File: config.mk
export PLATFORM = sky130hd
export DESIGN_NAME = instr_fetch_queue
export DESIGN_NICKNAME = d
export VERILOG_FILES = /design/src/rtl/instr_fetch_queue_pkg.sv /design/src/rtl/instr_fetch_queue_fetch_fifo.sv /design/src/rtl/instr_fetch_queue.sv
export SDC_FILE = /design/constraint.sdc
export NUM_CORES = 1
export LEC_CHECK = 0
export CAP_MARGIN = 20
export CORE_UTILIZATION = 45
export CTS_BUF_LIST = sky130_fd_sc_hd__clkbuf_8
export DETAILED_ROUTE_END_ITERATION = 10
export PLACE_DENSITY = 0.71
export SLEW_MARGIN = 0
export SYNTH_ARGS = -nofsm -noshare
export SYNTH_HDL_FRONTEND = slang
export SYNTH_SLANG_ARGS = --single-unit
File: constraint.sdc
create_clock -name clk -period 5.4 [get_ports clk]
set_input_delay 0.81 -clock clk [delete_from_list [all_inputs] [get_ports clk]]
set_output_delay 0.81 -clock clk [all_outputs]
set_load 0.02 [all_outputs]
File: src/rtl/instr_fetch_queue_pkg.sv
// Shared types and constants for the instruction fetch queue.
package instr_fetch_queue_pkg;

    localparam int unsigned INSTR_W = 32;
    localparam logic [31:0] PC_INC  = 32'd4;

    typedef enum logic {
        FETCH,
        DRAIN
    } fetch_state_e;

    typedef struct packed {
        logic [INSTR_W-1:0] instr;
        logic [31:0]        pc_plus4;
    } fetch_entry_t;

endpackage

File: src/rtl/instr_fetch_queue_fetch_fifo.sv
// Synchronous FIFO with flush; read data shows the head entry combinationally.
module fetch_fifo #(
    parameter int unsigned DEPTH = 4,
    parameter int unsigned WIDTH = 64
) (
    input  logic                     clk,
    input  logic                     rst,
    input  logic                     push,
    input  logic                     pop,
    input  logic                     flush,
    input  logic [WIDTH-1:0]         wdata,
    output logic [WIDTH-1:0]         rdata,
    output logic [$clog2(DEPTH):0]   count
);

    localparam int unsigned AW = $clog2(DEPTH);
    localparam int unsigned CW = AW + 1;

    logic [WIDTH-1:0] mem [DEPTH];
    logic [AW-1:0]    wr_ptr;
    logic [AW-1:0]    rd_ptr;

    // Pointers wrap naturally because DEPTH is a power of two.
    always_ff @(posedge clk) begin
        if (rst || flush) begin
            wr_ptr <= '0;
            rd_ptr <= '0;
            count  <= '0;
        end else begin
            if (push) wr_ptr <= wr_ptr + AW'(1);
            if (pop)  rd_ptr <= rd_ptr + AW'(1);
            case ({push, pop})
                2'b10:   count <= count + CW'(1);
                2'b01:   count <= count - CW'(1);
                default: count <= count;
            endcase
        end
    end

    always_ff @(posedge clk) begin
        if (push && !rst && !flush) mem[wr_ptr] <= wdata;
    end

    assign rdata = mem[rd_ptr];

endmodule

File: src/rtl/instr_fetch_queue.sv
// Instruction fetch queue: sequential fetch into a small FIFO, with redirect flush and drain.
module instr_fetch_queue
    import instr_fetch_queue_pkg::*;
#(
    parameter int unsigned DEPTH    = 4,
    parameter logic [31:0] RESET_PC = 32'h0000_0000
) (
    input  logic        clk,
    input  logic        rst,
    output logic        imem_req,
    output logic [31:0] imem_addr,
    input  logic        imem_ack,
    input  logic [31:0] imem_rdata,
    output logic        if_valid,
    output logic [31:0] if_instr,
    output logic [31:0] if_pc_plus4,
    input  logic        if_stall,
    input  logic        redirect_valid,
    input  logic [31:0] redirect_pc
);

    localparam int unsigned CW = $clog2(DEPTH) + 1;

    fetch_state_e  state, state_next;
    logic [31:0]   fpc, fpc_next;
    logic [31:0]   tgt, tgt_next;
    logic [31:0]   redirect_addr;
    logic [CW-1:0] cnt;
    logic          push, pop, flush;
    fetch_entry_t  wr_entry, rd_entry;
    logic          unused_redirect_lsbs;

    assign redirect_addr        = {redirect_pc[31:2], 2'b00};
    assign unused_redirect_lsbs = ^redirect_pc[1:0];

    always_ff @(posedge clk) begin
        if (rst) begin
            state <= FETCH;
            fpc   <= {RESET_PC[31:2], 2'b00};
            tgt   <= {RESET_PC[31:2], 2'b00};
        end else begin
            state <= state_next;
            fpc   <= fpc_next;
            tgt   <= tgt_next;
        end
    end

    // A redirect against an outstanding unacked request must wait for that ack in DRAIN.
    always_comb begin
        state_next = state;
        fpc_next   = fpc;
        tgt_next   = tgt;
        if (redirect_valid) begin
            if (imem_req && !imem_ack) begin
                tgt_next   = redirect_addr;
                state_next = DRAIN;
            end else begin
                fpc_next   = redirect_addr;
                state_next = FETCH;
            end
        end else if (imem_req && imem_ack) begin
            if (state == DRAIN) begin
                fpc_next   = tgt;
                state_next = FETCH;
            end else begin
                fpc_next = fpc + PC_INC;
            end
        end
    end

    always_comb begin
        imem_req = 1'b0;
        if (!rst) imem_req = (state == DRAIN) || (cnt < CW'(DEPTH));
        imem_addr   = {fpc[31:2], 2'b00};
        push        = !rst && (state == FETCH) && imem_req && imem_ack && !redirect_valid;
        if_valid    = !rst && (cnt != '0);
        pop         = if_valid && !if_stall && !redirect_valid;
        flush       = redirect_valid;
        wr_entry    = '{instr: imem_rdata, pc_plus4: imem_addr + PC_INC};
        if_instr    = if_valid ? rd_entry.instr    : '0;
        if_pc_plus4 = if_valid ? rd_entry.pc_plus4 : '0;
    end

    fetch_fifo #(
        .DEPTH (DEPTH),
        .WIDTH ($bits(fetch_entry_t))
    ) u_fifo (
        .clk   (clk),
        .rst   (rst),
        .push  (push),
        .pop   (pop),
        .flush (flush),
        .wdata (wr_entry),
        .rdata (rd_entry),
        .count (cnt)
    );

endmodule
==> results of run 1 <==
==> cells by family (layout without fill, tap and decap cells) <==
group | Yosys count | after routing | share of synthesized area, %
buffers and inverters | 86 | 293 | 2.77
AND/OR/NAND/NOR | 249 | 249 | 10.2
XOR/XNOR | 33 | 33 | 2.15
flip-flops | 318 | 318 | 65.9
other | 1 | 4 | 0.0279
AO/OA/AOI/OAI | 107 | 107 | 5.09
adder cells (fa/ha/maj) | 7 | 7 | 0.708
multiplexers | 99 | 99 | 13.2
==> state kept, by name (all words and copies together), names as in the netlist, named ones only <==
signal / flops
u_fifo.mem: 248
fpc: 30
tgt: 30
u_fifo.count: 3
u_fifo.rd_ptr: 2
u_fifo.wr_ptr: 2
state: 1
==> metal layers <==
layer  up-vias  GRT usage (%)  routed length [um]
met5         -              0                   0
met4         0           4.96                 486
met3        47           3.79                1810
met2       264           29.8               13000
met1      3896           25.3               12300
li1       3756              -                   -
==> power groups by stage <==
stage | clock network, mW | registers (mW) | logic, mW
5_1_grt | 2.12 | 2.73 | 0.360
2_1_floorplan | 0 | 2.79 | 0.163
3_3_place_gp | 0 | 2.77 | 0.325
4_1_cts | 2.02 | 2.73 | 0.332
6_report | 1.96 | 2.73 | 0.330
3_5_place_dp | 0 | 2.78 | 0.330
==> final timing paths <==
check,endpoint,slack (ns),depth (start not counted)
worst max register to register,u_fifo.mem[2][52],2.53,6
worst max-delay path,if_pc_plus4[14],1.47,4
worst min-delay path,tgt[8],0.49,2
worst min register to register,tgt[8],0.49,2
==> cell type report <==
class	instances	share of cell area (%)
Sequential cell	318	53.9
Multi-Input combinational cell	499	25.8
Timing Repair Buffer	176	10.8
Clock buffer	56	4.70
Tap cell	384	2.93
Clock inverter	37	1.31
Inverter	24	0.549
==> worst register-to-register path, cell delays in order, from the launching register on <==
cell,delay (ns)
dfxtp_1,0.33
buf_4,0.41
nor2b_2,0.15
nor2_1,0.15
and3_1,0.56
and2_4,0.64
buf_12,0.30
==> placed cells by master (no fill, tap or decap), types with 4 or more instances in the layout <==
| cell | instances |
|---|---|
| clkinv_1 | 8 |
| buf_4 | 12 |
| o211ai_1 | 5 |
| inv_1 | 41 |
| nand2_1 | 37 |
| nor3_1 | 14 |
| nand4_1 | 6 |
| a221o_1 | 4 |
| and4_1 | 4 |
| buf_12 | 4 |
| xor2_1 | 16 |
| xnor2_1 | 17 |
| nand2b_1 | 5 |
| edfxtp_1 | 248 |
| clkinv_2 | 6 |
| mux2i_1 | 36 |
| nor2_1 | 60 |
| ha_1 | 6 |
| conb_1 | 4 |
| nor2b_1 | 4 |
| nand3_1 | 11 |
| clkbuf_8 | 56 |
| nor4_1 | 13 |
| a21oi_1 | 37 |
| and2_1 | 65 |
| and2_4 | 4 |
| clkdlybuf4s50_1 | 159 |
| mux4_2 | 62 |
| a211oi_1 | 13 |
| dfxtp_1 | 68 |
| o21ai_0 | 24 |
| and3_1 | 9 |
==> through the flow <==
stage                     instances  setup slack (ns)  utilization, %  hold WS, ns
after global routing           1494              1.22            56.6        0.501
after CTS                      1494              1.33            56.6        0.489
after global placement         1401              1.69            53.2        0.463
after floorplan                 903              1.68               -        0.451
final                          1494              1.47            56.6        0.486
after detailed placement       1401              1.63            53.2        0.471
==> results.sh, run 1 <==
export IMPL_cts_root_buffer="clkbuf_8"
export IMPL_synthFlopType="edfxtp_1"
export IMPL_synth_edf_count=248
export IMPL_final_period_utilization_pct=72.8
export IMPL_gp_congestion=0.807
export IMPL_synth_most_common_cell="edfxtp_1"
export IMPL_syn_instance_count=900
export IMPL_wl_per_cell_um=18.5
export IMPL_worst_ep_arrival_time_ns=3.12
export IMPL_drive_gt1_share_pct=15.3
export IMPL_portBuffers=160
export IMPL_drc=0
export IMPL_power_total_mw=5.01
export IMPL_htreeDepth=2
export IMPL_synth_top_area_share_pct=55.5
export IMPL_criticalPathCategory="flip-flop to output pin"
export IMPL_cts_resized=0
export IMPL_routed_via_density=5.33
export IMPL_p_clk_share_pct=39.0
export IMPL_final_area_sq_um=16400
export IMPL_first_global_vias=7874
export IMPL_drt_pass1_iter_count=5
export IMPL_status="complete, no violations"
export IMPL_cp_start_kind="flip-flop"
export IMPL_p_int_mw=3.89
export IMPL_nFillCells=2341
export IMPL_clock_sinks=318
export IMPL_seqCellArea_sq_um=8850
export IMPL_reg2reg_from="state"
export IMPL_vias=7963
export IMPL_cts_setup_buffers=0
export IMPL_io_pins=167
export IMPL_hold_class="flip-flop to flip-flop"
export IMPL_clkTransAtPathRegs_ns=0.06
export IMPL_die_area_sq_um=30500
export IMPL_swShare_pct=22.4
export IMPL_power_density_nw_per_um2=305
export IMPL_antenna_cells=0
export IMPL_start_util_pct=46.3
export IMPL_cts_hold_buf=0
export IMPL_crit_slowest_cell="dfxtp_4"
export IMPL_area_growth_pct=22.3
export IMPL_die_h_um=175
export IMPL_cts_max_path_buffers=3
export IMPL_avgSynthCellArea_sq_um=14.9
export IMPL_slowest_delay_ns=0.85
export IMPL_synth_warnings=0
export IMPL_p_sw_mw=1.12
export IMPL_crit_fanout=37
export IMPL_worst_slew_pin_slew_ns=0.821
export IMPL_finalSetupViolCount=0
export IMPL_final_setup_tns_ns=0
export IMPL_insertion_delay_ns=0.56
export IMPL_post_dp_hpwl_um=17200
export IMPL_grt_pass1_wl_um=43500
export IMPL_hold_viol=0
export IMPL_finalNetCount=1146
export IMPL_grt_max_degree=63
export IMPL_multi_input_area_sq_um=4240
export IMPL_clock_skew_ns=0.0183
export IMPL_netlist_area_sq_um=13400
export IMPL_rsz0062_at_grt="no"
export IMPL_yosysUniqueCellTypes=60
export IMPL_hp_start="tgt[8]"
export IMPL_critPathTopFamily="buffers and inverters"
export IMPL_globalRouteOverflowTotal=0
export IMPL_yosysSeqAreaShare_pct=65.9
export IMPL_grt_antenna_before_repair=0
export IMPL_core_area_sq_um=29000
export IMPL_fmax_mhz=254
export IMPL_cts_tree="yes"
export IMPL_p_comb_share_pct=6.6
export IMPL_vdd_drop_max_mv=0.173
export IMPL_drt_iter0_markers=478
export IMPL_wl_um=27700
export IMPL_crit_chain="buf_4 > mux4_2 > and2_1 > clkdlybuf4s50_1"
export IMPL_min_period_ns=3.93
export IMPL_ant_nets=0
export IMPL_p_leak_nw=5.44
export IMPL_synthTopCellsByCount="248 x edfxtp_1, 70 x dfxtp_1, 69 x and2_1, 62 x mux4_2, 61 x nor2_1"
export IMPL_synth_top_area_cell="edfxtp_1"
export IMPL_slew_viol_final=0
export IMPL_grt_use_total_pct=18.4
export IMPL_dpl_cell_area_sq_um=15400
export IMPL_path_buf_inv=2
export IMPL_slew_headroom_pct=44.8
export IMPL_fp_dieW_um=175
export IMPL_cts_inserted_buffers=51
export IMPL_ys_seq_elements=318
export IMPL_max_cap_viol_count=0
export IMPL_async_flop_share_pct=0
export IMPL_synthTopCellsByArea="edfxtp_1 55%, dfxtp_1 10%, mux4_2 10%"
export IMPL_seq_power_share_pct=54.4
export IMPL_placementRows=62
export IMPL_required_ns=4.59
export IMPL_endpoint_kind="output pin"
No activity file was read; power rests on OpenSTA's default activity.
==> run 2, diff against run 1 <==
--- a/config.mk
+++ b/config.mk
@@ -9,7 +9,7 @@
 export CORE_UTILIZATION = 45
 export CTS_BUF_LIST = sky130_fd_sc_hd__clkbuf_8
 export DETAILED_ROUTE_END_ITERATION = 10
-export PLACE_DENSITY = 0.71
+export PLACE_DENSITY = 0.73
 export SLEW_MARGIN = 0
 export SYNTH_ARGS = -nofsm -noshare
 export SYNTH_HDL_FRONTEND = slang
==> constraint.sdc (replaced) <==
create_clock -name clk -period 3.4 [get_ports clk]
set_input_delay 0.51 -clock clk [delete_from_list [all_inputs] [get_ports clk]]
set_output_delay 0.51 -clock clk [all_outputs]
set_load 0.02 [all_outputs]
==> results.sh, run 2 (synthesized netlist as in run 1, its figures left out) <==
export IMPL_globalRouteOverflowTotal=0
export IMPL_cts_resized=0
export IMPL_drt_iter0_markers=594
export IMPL_finalSetupViolCount=0
export IMPL_worst_ep_arrival_time_ns=2.66
export IMPL_fp_dieW_um=175
export IMPL_io_pins=167
export IMPL_portBuffers=160
export IMPL_status="complete, no violations"
export IMPL_htreeDepth=2
export IMPL_final_setup_tns_ns=0
export IMPL_final_cell_mix="248 x edfxtp_1, 159 x clkdlybuf4s50_1, 68 x dfxtp_1, 65 x and2_1, 62 x mux4_2"
export IMPL_die_h_um=175
export IMPL_hold_viol=0
export IMPL_vias=8022
export IMPL_gp_congestion=0.795
export IMPL_timing_hold_ws_ns=0.265
export IMPL_slew_headroom_pct=54.3
export IMPL_grt_use_total_pct=18.9
export IMPL_wl_um=28400
export IMPL_worst_slew_pin_slew_ns=0.686
export IMPL_final_common_cell="edfxtp_1"
export IMPL_antenna_cells=0
export IMPL_cp_start_kind="flip-flop"
export IMPL_p_leak_nw=5.46
export IMPL_criticalPathCategory="flip-flop to output pin"
export IMPL_fmax_mhz=316
export IMPL_top_register="u_fifo.mem"
export IMPL_cts_inserted_buffers=50
export IMPL_slew_viol_final=0
export IMPL_power_density_nw_per_um2=468
export IMPL_clock_sinks=318
export IMPL_power_total_mw=7.68
export IMPL_cts_tree="yes"
export IMPL_placementRows=62
export IMPL_post_dp_hpwl_um=18400
export IMPL_routed_via_density=5.34
export IMPL_hold_class="primary input to flip-flop"
export IMPL_grt_pass1_wl_um=44800
export IMPL_grt_max_degree=65
export IMPL_first_global_vias=8055
export IMPL_die_area_sq_um=30500
export IMPL_final_period_utilization_pct=93.1
export IMPL_cts_max_path_buffers=3
export IMPL_utilization_pct=56.5
export IMPL_drc=0
export IMPL_grt_antenna_before_repair=0
export IMPL_required_ns=2.89
export IMPL_cts_setup_buffers=0
export IMPL_wl_per_cell_um=18.9
export IMPL_clkTransAtPathRegs_ns=0.06
export IMPL_endpoint_kind="output pin"
export IMPL_finalNetCount=1156
export IMPL_clock_skew_ns=0.0244
export IMPL_cts_root_buffer="clkbuf_8"
export IMPL_crit_fanout=13
export IMPL_insertion_delay_ns=0.57
export IMPL_area_growth_pct=22.1
export IMPL_reg_top3="u_fifo.mem x248, fpc x30, tgt x30"
export IMPL_max_cap_viol_count=0
export IMPL_cts_hold_buf=0
export IMPL_core_area_sq_um=29000
export IMPL_drt_pass1_iter_count=5
export IMPL_min_period_ns=3.17
export IMPL_drive_gt1_share_pct=15.2
export IMPL_start_util_pct=46.3
export IMPL_rsz0062_at_grt="no"
export IMPL_ant_nets=0
export IMPL_vdd_drop_max_mv=0.262
export IMPL_largest_reg_flops=248
==> run 2: where the power goes <==
part           internal [mW]  total [mW]  switching [mW]
logic                  0.241       0.526           0.285
clock network           1.41        2.82            1.41
registers               4.27        4.33          0.0653
total                   5.92        7.68            1.76
==> run 2: cell type report <==
cell class / instances / area [sq um]
clock buffer: 52 / 716
clock inverter: 38 / 158
fill: 2332 / 12600
inverter: 24 / 90.1
multi-input combinational: 499 / 4240
sequential: 318 / 8850
tap: 384 / 480
timing repair buffer: 187 / 1860
==> run 2: critical path: stages, from the launching register on <==
cell and delay, ns:
dfxtp_4 0.53, buf_4 0.29, mux4_2 0.52, and2_1 0.21
clkdlybuf4s50_1 0.55
==> run 2: final timing paths <==
kind | from | to | slack [ns] | cells past startpoint
setup reg to reg | state | u_fifo.count[2] | 0.84 | 10
hold / removal | rst | fpc[30] | 0.26 | 2
hold reg to reg | tgt[5] | tgt[5] | 0.49 | 2
setup / recovery | flip-flop | if_pc_plus4[11] | 0.23 | 4
==> run 2: stage by stage <==
stage,area [sq um],worst slack [ns],cells
2_1_floorplan,13400,0.656,903
3_3_place_gp,15500,0.466,1412
3_5_place_dp,15500,0.398,1412
4_1_cts,16400,0.152,1502
5_1_grt,16400,0.115,1502
6_report,16400,0.234,1502
==> run 2: per-layer routing <==
layer / up-vias / share of wire (%) / track usage, %
met4: 0 / 1.8 / 5.58
met3: 45 / 5.7 / 3.79
li1: 3779 / - / -
met1: 3958 / 46 / 26.6
met2: 240 / 46 / 29.6
met5: - / 0 / 0
==> run 3, diff against run 2 <==
--- a/config.mk
+++ b/config.mk
@@ -10,6 +10,7 @@
 export CTS_BUF_LIST = sky130_fd_sc_hd__clkbuf_8
 export DETAILED_ROUTE_END_ITERATION = 10
 export PLACE_DENSITY = 0.73
+export RECOVER_POWER = 50
 export SLEW_MARGIN = 0
 export SYNTH_ARGS = -nofsm -noshare
 export SYNTH_HDL_FRONTEND = slang
==> results.sh, run 3 (synthesized netlist as in run 1, its figures left out) <==
export IMPL_slew_headroom_pct=11.8
export IMPL_grt_pass1_wl_um=44800
export IMPL_wl_per_cell_um=18.9
export IMPL_start_util_pct=46.3
export IMPL_cts_max_path_buffers=3
export IMPL_crit_end="if_pc_plus4[11]"
export IMPL_final_setup_tns_ns=0
export IMPL_worst_slew_pin_slew_ns=1.32
export IMPL_status="complete, no violations"
export IMPL_grt_antenna_before_repair=0
export IMPL_grt_use_total_pct=18.9
export IMPL_fp_dieW_um=175
export IMPL_critPathTopFamily="buffers and inverters"
export IMPL_p_leak_nw=5.43
export IMPL_placedCellCount=1412
export IMPL_power_density_nw_per_um2=469
export IMPL_clkTransAtPathRegs_ns=0.06
export IMPL_cts_inserted_buffers=50
export IMPL_cts_resized=0
export IMPL_final_common_cell="edfxtp_1"
export IMPL_drc=0
export IMPL_drt_pass1_iter_count=4
export IMPL_drt_iter0_markers=550
export IMPL_first_global_vias=8055
export IMPL_min_period_ns=3.16
export IMPL_final_cell_mix="248 x edfxtp_1, 126 x clkdlybuf4s50_1, 68 x dfxtp_1, 64 x and2_1, 62 x mux4_2"
export IMPL_worst_ep_arrival_time_ns=2.65
export IMPL_routed_via_density=5.34
export IMPL_post_dp_hpwl_um=18400
export IMPL_criticalPathCategory="flip-flop to output pin"
export IMPL_insertion_delay_ns=0.57
export IMPL_core_area_sq_um=29000
export IMPL_slowest_delay_ns=0.55
export IMPL_path_buf_inv=2
export IMPL_portBuffers=160
export IMPL_wl_um=28400
export IMPL_cts_tree="yes"
export IMPL_crit_fanout=13
export IMPL_clock_sinks=318
export IMPL_timing_hold_ws_ns=0.398
export IMPL_crit_slowest_cell="clkdlybuf4s50_1"
export IMPL_globalRouteOverflowTotal=0
export IMPL_required_ns=2.89
export IMPL_ant_nets=0
export IMPL_finalNetCount=1156
export IMPL_die_area_sq_um=30500
export IMPL_nFillCells=2346
export IMPL_rrSetupSlack_ns=0.37
export IMPL_vdd_drop_max_mv=0.262
export IMPL_finalSetupViolCount=0
export IMPL_largest_reg_flops=248
export IMPL_slew_viol_final=0
export IMPL_reg2reg_from="state"
export IMPL_area_growth_pct=21.8
export IMPL_grt_max_degree=65
export IMPL_vias=8032
export IMPL_top_register="u_fifo.mem"
export IMPL_htreeDepth=2
export IMPL_layout_cells_non_filler=1503
export IMPL_crit_chain="buf_4 > mux4_2 > and2_1 > clkdlybuf4s50_1"
export IMPL_hold_viol=0
export IMPL_rsz0062_at_grt="no"
export IMPL_die_h_um=175
export IMPL_gp_congestion=0.795
export IMPL_fmax_mhz=316
export IMPL_hold_class="primary input to flip-flop"
export IMPL_final_period_utilization_pct=93.0
export IMPL_cts_hold_buf=0
export IMPL_cts_root_buffer="clkbuf_8"
export IMPL_clock_skew_ns=0.0249
export IMPL_reg_top3="u_fifo.mem x248, fpc x30, tgt x30"
export IMPL_cp_start_kind="flip-flop"
export IMPL_endpoint_kind="output pin"
export IMPL_cts_setup_buffers=0
export IMPL_reg2reg_to="u_fifo.mem[1][49]"
export IMPL_drive_gt1_share_pct=14.6
export IMPL_hp_start="rst"
export IMPL_r2r_cells=5
export IMPL_path_depth=4
export IMPL_multi_input_area_sq_um=4220
export IMPL_seqCellArea_sq_um=8850
export IMPL_io_pins=167
export IMPL_max_cap_viol_count=0
export IMPL_placementRows=62
[run 3: report_power, final]
part           switching (mW)  internal, mW
Combinational           0.285         0.231
Clock                    1.41          1.41
Sequential             0.0649          4.27
[run 3: how the worst min path moves through the flow]
stage                     cells after the start  slack, ns       to
final                                         2       0.40  fpc[30]
after global routing                          2       0.39  fpc[30]
after CTS                                     2       0.23  fpc[30]
after detailed placement                      2       0.47   tgt[5]
after global placement                        2       0.47  tgt[23]
after floorplan                               2       0.45  tgt[12]
[run 3: area by class of cell]
| class | count | area share, % |
|---|---|---|
| antenna | 1 | 0.0153 |
| clock buffer | 52 | 4.38 |
| clock inverter | 38 | 0.964 |
| inverter | 24 | 0.551 |
| multi-input combinational | 499 | 25.8 |
| sequential | 318 | 54.1 |
| tap | 384 | 2.94 |
| timing repair buffer | 187 | 11.3 |
[run 3: per-stage QoR]
step                power, mW  instance area, sq um  util, %  setup slack [ns]
floorplan                4.68                 13400        -             0.656
global placement         4.92                 15500     53.5             0.466
detailed placement       4.94                 15500     53.5             0.398
CTS                      7.76                 16400     56.5             0.152
global route             7.97                 16400     56.4            0.0871
finish                   7.67                 16400     56.4             0.238
[run 3: per-layer routing]
layer / vias to the layer above / global-route usage, % / share of wire (%) / wire length, um
met1: 3961 / 26.6 / 46 / 13000
met3: 46 / 3.79 / 6.2 / 1750
met5: - / 0 / 0 / 0
met2: 247 / 29.6 / 46 / 13100
li1: 3778 / - / - / -
met4: 0 / 5.58 / 1.8 / 504
